## src/rtl/stereo_lpf_sched_if.sv

```systemverilog
// Sample handshake between the stereo scheduler and the shared single-channel filter core.
// The scheduler drives the master side; the filter core sits on the slave side.
interface stereo_lpf_sched_if #(
  parameter int DATA_W = 18
);
  logic              core_in_rdy;
  logic [DATA_W-1:0] core_in;
  logic              core_ch;
  logic              core_out_rdy;
  logic [DATA_W-1:0] core_out;

  modport master (
    output core_in_rdy,
    output core_in,
    output core_ch,
    input  core_out_rdy,
    input  core_out
  );

  modport slave (
    input  core_in_rdy,
    input  core_in,
    input  core_ch,
    output core_out_rdy,
    output core_out
  );
endinterface

```

## src/rtl/stereo_lpf_sched.sv

```systemverilog
// Time-multiplexes one IIR low-pass core between the L and R sample streams (one pending sample per channel).
// Define STEREO_SCHED_OVR_CNT_EN to build the saturating per-channel overrun counters; otherwise they read 0.
module stereo_lpf_sched #(
  parameter int DATA_W  = 18,
  parameter int TIMEOUT = 255,
  parameter int TO_W    = 8
) (
  input  logic                clk,
  input  logic                reset_n,
  input  logic                smpl_in_rdy_l,
  input  logic [DATA_W-1:0]   smpl_in_l,
  input  logic                smpl_in_rdy_r,
  input  logic [DATA_W-1:0]   smpl_in_r,
  stereo_lpf_sched_if.master  core,
  output logic                smpl_out_rdy_l,
  output logic [DATA_W-1:0]   smpl_out_l,
  output logic                smpl_out_rdy_r,
  output logic [DATA_W-1:0]   smpl_out_r,
  output logic                busy,
  output logic                err_overrun,
  output logic                err_timeout,
  output logic [7:0]          ovr_cnt_l,
  output logic [7:0]          ovr_cnt_r
);

  typedef enum logic [1:0] {
    S_IDLE  = 2'd0,
    S_ISSUE = 2'd1,
    S_WAIT  = 2'd2
  } state_t;

  state_t            r_state;
  state_t            w_state_next;

  logic              r_last_srv;
  logic [DATA_W-1:0] r_core_in;
  logic              r_core_ch;
  logic [TO_W-1:0]   r_timer;
  logic              r_err_overrun;

  logic [1:0]        w_strb;
  logic [DATA_W-1:0] w_din [2];
  logic [1:0]        w_pend;
  logic [DATA_W-1:0] w_hold [2];
  logic [1:0]        w_out_rdy;
  logic [DATA_W-1:0] w_out [2];
  logic [1:0]        w_ovr;
  logic [7:0]        w_ovr_cnt [2];

  logic              w_sel_vld;
  logic              w_sel;
  logic              w_done;
  logic              w_timeout;
  logic              w_issue;
  logic              w_busy;

  // Channel index 0 is left, 1 is right throughout.
  assign w_strb  = {smpl_in_rdy_r, smpl_in_rdy_l};
  assign w_din[0] = smpl_in_l;
  assign w_din[1] = smpl_in_r;

  always_ff @(posedge clk or negedge reset_n) begin
    if (!reset_n) begin
      r_state <= S_IDLE;
    end else begin
      r_state <= w_state_next;
    end
  end

  always_comb begin
    w_state_next = r_state;
    w_sel_vld    = 1'b0;
    w_sel        = 1'b0;
    w_done       = 1'b0;
    w_timeout    = 1'b0;
    w_issue      = 1'b0;
    w_busy       = 1'b1;
    case (r_state)
      S_IDLE: begin
        w_busy = 1'b0;
        if (|w_pend) begin
          w_sel_vld    = 1'b1;
          w_sel        = (&w_pend) ? ~r_last_srv : w_pend[1];
          w_state_next = S_ISSUE;
        end
      end
      S_ISSUE: begin
        w_issue      = 1'b1;
        w_state_next = S_WAIT;
      end
      S_WAIT: begin
        // A result arriving on the last allowed cycle still wins over the timeout.
        if (core.core_out_rdy) begin
          w_done       = 1'b1;
          w_state_next = S_IDLE;
        end else if (r_timer == TO_W'(TIMEOUT - 1)) begin
          w_timeout    = 1'b1;
          w_state_next = S_IDLE;
        end
      end
      default: begin
        w_busy       = 1'b0;
        w_state_next = S_IDLE;
      end
    endcase
  end

  always_ff @(posedge clk or negedge reset_n) begin
    if (!reset_n) begin
      r_last_srv    <= 1'b1;
      r_core_in     <= '0;
      r_core_ch     <= 1'b0;
      r_timer       <= '0;
      r_err_overrun <= 1'b0;
    end else begin
      r_err_overrun <= |w_ovr;
      if (w_sel_vld) begin
        r_core_in  <= w_hold[w_sel];
        r_core_ch  <= w_sel;
        r_last_srv <= w_sel;
      end
      if (r_state == S_ISSUE) begin
        r_timer <= '0;
      end else if (r_state == S_WAIT) begin
        r_timer <= r_timer + TO_W'(1);
      end
    end
  end

  genvar gi;
  generate
    for (gi = 0; gi < 2; gi++) begin : g_ch
      localparam logic CH = 1'(gi);

      logic              r_pend;
      logic [DATA_W-1:0] r_hold;
      logic              r_out_rdy;
      logic [DATA_W-1:0] r_out;
      logic              w_take;
      logic              w_land;

      assign w_take    = w_sel_vld && (w_sel == CH);
      assign w_land    = w_done && (r_core_ch == CH);
      // Taking the old sample in the same cycle as a new strobe is not an overrun.
      assign w_ovr[gi] = w_strb[gi] && r_pend && !w_take;

      always_ff @(posedge clk or negedge reset_n) begin
        if (!reset_n) begin
          r_pend    <= 1'b0;
          r_hold    <= '0;
          r_out_rdy <= 1'b0;
          r_out     <= '0;
        end else begin
          if (w_strb[gi]) begin
            r_hold <= w_din[gi];
            r_pend <= 1'b1;
          end else if (w_take) begin
            r_pend <= 1'b0;
          end
          r_out_rdy <= w_land;
          if (w_land) begin
            r_out <= core.core_out;
          end
        end
      end

      assign w_pend[gi]    = r_pend;
      assign w_hold[gi]    = r_hold;
      assign w_out_rdy[gi] = r_out_rdy;
      assign w_out[gi]     = r_out;

`ifdef STEREO_SCHED_OVR_CNT_EN
      logic [7:0] r_ovr_cnt;

      always_ff @(posedge clk or negedge reset_n) begin
        if (!reset_n) begin
          r_ovr_cnt <= 8'd0;
        end else if (w_ovr[gi] && (r_ovr_cnt != 8'hFF)) begin
          r_ovr_cnt <= r_ovr_cnt + 8'd1;
        end
      end

      assign w_ovr_cnt[gi] = r_ovr_cnt;
`else
      assign w_ovr_cnt[gi] = 8'd0;
`endif
    end
  endgenerate

  assign core.core_in_rdy = w_issue;
  assign core.core_in     = r_core_in;
  assign core.core_ch     = r_core_ch;

  assign smpl_out_rdy_l = w_out_rdy[0];
  assign smpl_out_l     = w_out[0];
  assign smpl_out_rdy_r = w_out_rdy[1];
  assign smpl_out_r     = w_out[1];

  assign busy        = w_busy;
  assign err_overrun = r_err_overrun;
  assign err_timeout = w_timeout;
  assign ovr_cnt_l   = w_ovr_cnt[0];
  assign ovr_cnt_r   = w_ovr_cnt[1];

endmodule

```

## src/flat_wrapper.sv

```systemverilog
// flat-port wrapper written by rule: the top's interface ports become plain ports
module stereo_lpf_sched_flat 
#(
  parameter int DATA_W  = 18,
  parameter int TIMEOUT = 255,
  parameter int TO_W    = 8
)
  (clk, reset_n, smpl_in_rdy_l, smpl_in_l, smpl_in_rdy_r, smpl_in_r, smpl_out_rdy_l, smpl_out_l, smpl_out_rdy_r, smpl_out_r, busy, err_overrun, err_timeout, ovr_cnt_l, ovr_cnt_r, core_core_in_rdy, core_core_in, core_core_ch, core_core_out_rdy, core_core_out);
  stereo_lpf_sched_if #(.DATA_W(DATA_W)) core_i ();
  input  logic clk;
  input  logic reset_n;
  input  logic smpl_in_rdy_l;
  input  logic [DATA_W-1:0] smpl_in_l;
  input  logic smpl_in_rdy_r;
  input  logic [DATA_W-1:0] smpl_in_r;
  output logic smpl_out_rdy_l;
  output logic [DATA_W-1:0] smpl_out_l;
  output logic smpl_out_rdy_r;
  output logic [DATA_W-1:0] smpl_out_r;
  output logic busy;
  output logic err_overrun;
  output logic err_timeout;
  output logic [7:0] ovr_cnt_l;
  output logic [7:0] ovr_cnt_r;
  output wire logic [$bits(core_i.core_in_rdy)-1:0] core_core_in_rdy;
  output wire logic [$bits(core_i.core_in)-1:0] core_core_in;
  output wire logic [$bits(core_i.core_ch)-1:0] core_core_ch;
  input wire logic [$bits(core_i.core_out_rdy)-1:0] core_core_out_rdy;
  input wire logic [$bits(core_i.core_out)-1:0] core_core_out;
  assign core_core_in_rdy = core_i.core_in_rdy;
  assign core_core_in = core_i.core_in;
  assign core_core_ch = core_i.core_ch;
  assign core_i.core_out_rdy = core_core_out_rdy;
  assign core_i.core_out = core_core_out;
  stereo_lpf_sched #(.DATA_W(DATA_W), .TIMEOUT(TIMEOUT), .TO_W(TO_W)) u_core (.clk(clk), .reset_n(reset_n), .smpl_in_rdy_l(smpl_in_rdy_l), .smpl_in_l(smpl_in_l), .smpl_in_rdy_r(smpl_in_rdy_r), .smpl_in_r(smpl_in_r), .core(core_i), .smpl_out_rdy_l(smpl_out_rdy_l), .smpl_out_l(smpl_out_l), .smpl_out_rdy_r(smpl_out_rdy_r), .smpl_out_r(smpl_out_r), .busy(busy), .err_overrun(err_overrun), .err_timeout(err_timeout), .ovr_cnt_l(ovr_cnt_l), .ovr_cnt_r(ovr_cnt_r));
endmodule
```

## config.mk

```make
export PLATFORM = sky130hd
export DESIGN_NAME = stereo_lpf_sched_flat
export DESIGN_NICKNAME = d
export VERILOG_FILES = /design/src/rtl/stereo_lpf_sched_if.sv /design/src/rtl/stereo_lpf_sched.sv /design/src/flat_wrapper.sv
export SDC_FILE = /design/constraint.sdc
export NUM_CORES = 1
export LEC_CHECK = 0
export ABC_CLOCK_PERIOD_IN_PS = 1800
export BUFFER_PORTS_ARGS = -buffer_cell sky130_fd_sc_hd__buf_2
export CORE_MARGIN = 4
export CORE_UTILIZATION = 45
export CTS_BUF_LIST = sky130_fd_sc_hd__clkbuf_16
export DETAILED_ROUTE_END_ITERATION = 10
export GPL_ROUTABILITY_DRIVEN = 0
export GPL_TIMING_DRIVEN = 1
export PLACE_DENSITY = 0.79
export SLEW_MARGIN = 30
export SYNTH_ARGS = -nofsm -noshare
export SYNTH_HDL_FRONTEND = slang
export SYNTH_SLANG_ARGS = --single-unit
```

## constraint.sdc

```tcl
create_clock -name clk -period 1.8 [get_ports clk]
set_input_delay 0.09 -clock clk [delete_from_list [all_inputs] [get_ports clk]]
set_output_delay 0.09 -clock clk [all_outputs]
set_load 0.02 [all_outputs]
```

After elaboration in Yosys (flattened, before gate mapping)

Index checks and enable logic that the tools add are counted.

Bitwise logic cells: 4
Reduce and logical (&&, ||, !) cells: 19
$lt $le $gt $ge: 1
Equality and inequality tests: 5
Add/subtract/negate cells: 1
Mux-type cells: 25

Operator list:

| kind                                                     | number |
|---|---|
| 2-to-1 mux 18 bit                                        | 3 |
| 2-to-1 mux 1 bit                                         | 16 |
| 2-to-1 mux 8 bit                                         | 2 |
| adder 8 x 1 -> 8 bit, second input constant              | 1 |
| equality test 8 bit, second input constant               | 1 |
| logical AND 1 bit                                        | 8 |
| 2-to-1 mux 2 bit                                         | 3 |
| one-hot mux 2 bit (3 select lines)                       | 1 |
| nonzero test 2 bit                                       | 3 |
| OR reduction 2 bit                                       | 3 |
| AND reduction 2 bit                                      | 2 |
| != test 3 x 2 -> 1 bit, second input constant            | 1 |
| inverter 1 bit                                           | 3 |
| equality test 2 x 1 -> 1 bit, second input constant      | 1 |
| equality test 2 bit, second input constant               | 1 |
| greater-or-equal comparator 2 bit, second input constant | 1 |
| logical NOT 1 bit                                        | 2 |
| logical NOT 2 bit                                        | 1 |
| != test 2 x 1 -> 1 bit, second input constant            | 1 |
| inverter 1 -> 2 bit                                      | 1 |

Bits in registers: 107
Word-level logic and storage cells: 69
Output and inout port bits: 77
Bits of input ports: 59

Logic depth before layout (Yosys ltp)

Depth in word-level cells: 9
Gate-level depth with buffers: 7
Gate-level depth less buffers: 5

Worst setup path before layout

Ideal clock, no wire load.

Path type: register to register
From: reg u_core.r_state[0]
To: reg u_core.r_timer[7]
Setup time: 0.087 ns
Data required time: 1.713 ns
Path slack: 0.110 ns
Stages on the path, launching flop included: 6
Clock period less this slack: 1.690 ns
Path buffers: 0
Data arrival time: 1.603 ns
Path through: dfrtp_1 -> inv_1 -> ha_1 -> nand3_2 -> or4_1 -> a22oi_1

Longest elaborated chain between the ends: 2
Elaborated cells on any way between the ends: 4
Those cells by class: eq/ne (2); mux (1); reduce/logical (1)

Ends and longest elaborated chain:

| item                                                                | line                                             | text |
|---|---|---|
| start: declaration                                                  | stereo_lpf_sched.sv:32                           | `state_t r_state;` |
| start signal: assignment                                            | stereo_lpf_sched.sv:66                           | `r_state <= w_state_next;` |
| equality test 2 x 1 -> 1 bit or equality test 2 bit (tied branches) | stereo_lpf_sched.sv:122, stereo_lpf_sched.sv:124 |  |
| 2-to-1 mux 8 bit or nonzero test 2 bit (tied branches)              | --                                               |  |
| end signal: assignment                                              | stereo_lpf_sched.sv:125                          | `r_timer <= r_timer + TO_W'(1);` |
| end: declaration                                                    | stereo_lpf_sched.sv:38                           | `logic [TO_W-1:0] r_timer;` |

Parallel ways exist; a longest one is shown, timed or not.
A chain may end at the register's enable or synchronous reset.

Worst setup path in the final report

From: reg u_core.r_state[0]
To: out err_timeout

Longest elaborated chain between the ends: 2

Ends and longest elaborated chain:

| item                | line                   | text |
|---|---|---|
| equality test 2 bit | stereo_lpf_sched.sv:78 | `case (r_state)` |
| 2-to-1 mux 1 bit    | stereo_lpf_sched.sv:78 |  |
| end: declaration    | flat_wrapper.sv:22     | `output logic err_timeout;` |

Every way passes these cells.

==> flow_summary.ini <==
[run_status]
status = finished clean

[die]
die_y_um = 110
ioPinCount = 136
row_count = 36
die_area_mm2 = 0.0121
die_w_um = 110
initial_utilization_pct = 47.0
core_area_mm2 = 0.00991

[clock_tree]
path_clk_slew_ps = 70
cts_sinks = 107
clock-root-buffer = clkbuf_16
cts_buffers = 9
htree_levels = 3
clkLatencyLatePin_ps = 340
tritoncts = done
clk_path_buf_depth = 2

[sta]
max_freq_ghz = 0.579
period_needed_ps = 1730
hold_violations = 0
grt_setup_unrepaired = no
clock_skew_ps = 4.97
max-slew-margin-rel_pct = 62.8
drv_slew = 0
fin_ws_ps = 71.5
setup_viol = 0
finalSetupTns_ps = 0
post-route-period-util_pct = 96.0
tightestPinTransition_ps = 558

[route]
vias = 3512
routed_via_density = 5.22
wire_per_inst_um = 16.1
first_iter_violations = 192
route.detailed.drc = 0
ant_nets = 0
drt_wl_total_mm = 10.8
dr.pass1.iters = 4

[yosys]
ys_top_cells_by_area = dfrtp_1 (57%), mux2_2 (18%), buf_4 (3.1%)
synth.distinct_cells = 43
async_reset_ff_share_pct = 100
post-synth-top-area-fraction_pct = 56.9
synth_largest_area_cell = dfrtp_1
synth_edf_count = 0
ys_seq_elements = 107
syn_area_mm2 = 0.00466
synth_area_per_cell_um2 = 12.7
ys.flop_type = dfrtp_1
yosysWarningCount = 0
ys_seq_area_share_pct = 57.5
syn_inst = 368

[setup_path]
required_ps = 1710
crit_fanout = 4
cp_slowest_stage_delay_ps = 410
slowest_stage = dfrtp_1
critical_path_class = reg -> out
reg2reg_depth = 5
crit_chain = inv_1, ha_2, nand2b_1, nor3_2, buf_4
worst_setup_path_end_kind = output pin
reg2reg_from = u_core.r_state[0]
start_kind = flop
setup.worst_path.start = u_core.r_state[0]
arrival_ps = 1640

[global_route]
grt_remaining_overflow = 0
grtUsageTotal_pct = 18.7
grt_max_degree = 47
grt_pass1_wl_mm = 17.5
grt_pass1_vias = 3640
antenna_found_initial = 0

[finish]
synthToLayoutAreaGrowth_pct = 32.3
final_util_pct = 62.2
drive_above_1_share_pct = 43.1
num_antenna_cells = 0
nNetsFinal = 600
stdcell_count = 673

[placement]
dp.final_hpwl_mm = 7.05
dp_slack_ps = 111
numPortBuffers = 119
placedCellCount = 606

[power]
p_int_w = 0.00601
p_per_area_mw_per_mm2 = 1640
seqPwrFrac_pct = 38.5
power.leakage_nw = 2.95
switching_share_pct = 40.5
p_comb_share_pct = 43.6
switching_power_w = 0.00408
peakVddDrop_mv = 0.797
clkPwrFrac_pct = 17.9

[worst_hold_path]
holdCritStartpoint = core_core_out[1]
hold_class = in -> reg
holdPathStages = 2

[flow_run]
drv_cap = 0
==> per-layer routing <==
metal,share of wire (%),vias to the layer above,global-route usage [%]
met4,1.5,0,6.77
met3,6.8,13,3.70
met1,39,1742,21.7
li1,-,1622,-
met2,53,135,33.9
met5,0,-,0
==> worst max-delay path: cells and delay by family, from the launching register on <==
| kind | cells | cell delay (ps) |
|---|---|---|
| adder cells (fa/ha/maj) | 1 | 220 |
| AND/OR/NAND/NOR | 2 | 360 |
| buffers and inverters | 2 | 310 |
| flip-flops | 1 | 410 |
==> flip-flops by register name (all words and copies together) (netlist names) <==
signal	cells
u_core.g_ch.r_pend	2
u_core.smpl_out_l	18
u_core.r_timer	8
u_core.g_ch.r_hold	36
u_core.core.core_ch	1
u_core.smpl_out_r	18
u_core.err_overrun	1
u_core.core.core_in	18
u_core.r_last_srv	1
u_core.smpl_out_rdy_r	1
u_core.r_state	2
u_core.smpl_out_rdy_l	1
==> metrics by stage <==
stage	cell area (um^2)	hold WS [ps]	power [W]
2_1_floorplan	4720	-206	0.00681
3_3_place_gp	5370	111	0.00794
4_1_cts	6140	0.659	0.0101
6_report	6170	12.2	0.0101
3_5_place_dp	5370	120	0.00818
5_1_grt	6170	9.42	0.0107
==> final cells by class <==
cell class                 instances  area, um^2
multi-input combinational        227        1770
sequential                       107        2680
inverter                          12        45.0
timing repair buffer             178        1230
tap                              133         166
fill                             729        3740
clock buffer                       9         225
clock inverter                     7        42.5
==> worst paths after layout <==
check,endpoint,slack [ps]
setup / recovery,err_timeout,70
hold / removal,u_core.smpl_out_r[1],10
setup reg to reg,u_core.r_state[1],120
hold reg to reg,u_core.core.core_in[5],490
max in group asynchronous,u_core.smpl_out_l[6],890
min in group asynchronous,u_core.g_ch[1].r_hold[14],280
==> synth_stat cells (all sizes together) (2+ instances only) <==
master	instances
a21oi	19
clkbuf	6
dfrtp	106
nand4	4
o31ai	19
ha	6
o21ai	6
nand3	6
o22ai	4
mux2	74
o211ai	3
a31oi	3
mux2i	2
inv	12
nor2	20
nor4bb	2
a22oi	2
nand2	23
buf	31
nand2b	2
==> logic make-up (layout without fill, tap and decap cells) <==
group,Yosys count,in the layout,synth area share [%]
AOI/OAI and AO/OA,62,62,9.04
adders and majority gates,6,6,1.61
buffers and inverters,49,206,6.07
DFF,107,107,57.5
muxes,76,76,18.3
other,1,16,0.0804
and+or+nand+nor,67,67,7.43
==> timing repair <==
item                                    CTS  global route
endpoints found under the setup margin    1             7
hold buffers                             50             0
pin swaps                                 0             1
hold endpoints to repair                100             0
setup buffers                             0             1
gates resized for setup                   1             6
==> cells in the final DEF (no fill, tap or decap), types with 9 or more instances in the layout <==
cell / netlist / layout
buf_2: 10 / 117
o31ai_1: 19 / 18
a21oi_1: 19 / 19
conb_1: 1 / 16
clkbuf_16: 0 / 9
nand2_1: 23 / 23
nor2_1: 20 / 20
dlygate4sd3_1: 0 / 50
dfrtp_1: 106 / 105
mux2_2: 74 / 74
inv_1: 12 / 12
==> power groups by stage <==
stage | combinational (W) | sequential (W) | clock, W
after floorplan | 0.00228 | 0.00452 | 0
after global placement | 0.00409 | 0.00385 | 0
after detailed placement | 0.00428 | 0.00391 | 0
after CTS | 0.00438 | 0.00387 | 0.00185
after global routing | 0.00480 | 0.00399 | 0.00195
final | 0.00440 | 0.00389 | 0.00180
Note: power is estimated with default switching activity, not from simulation.
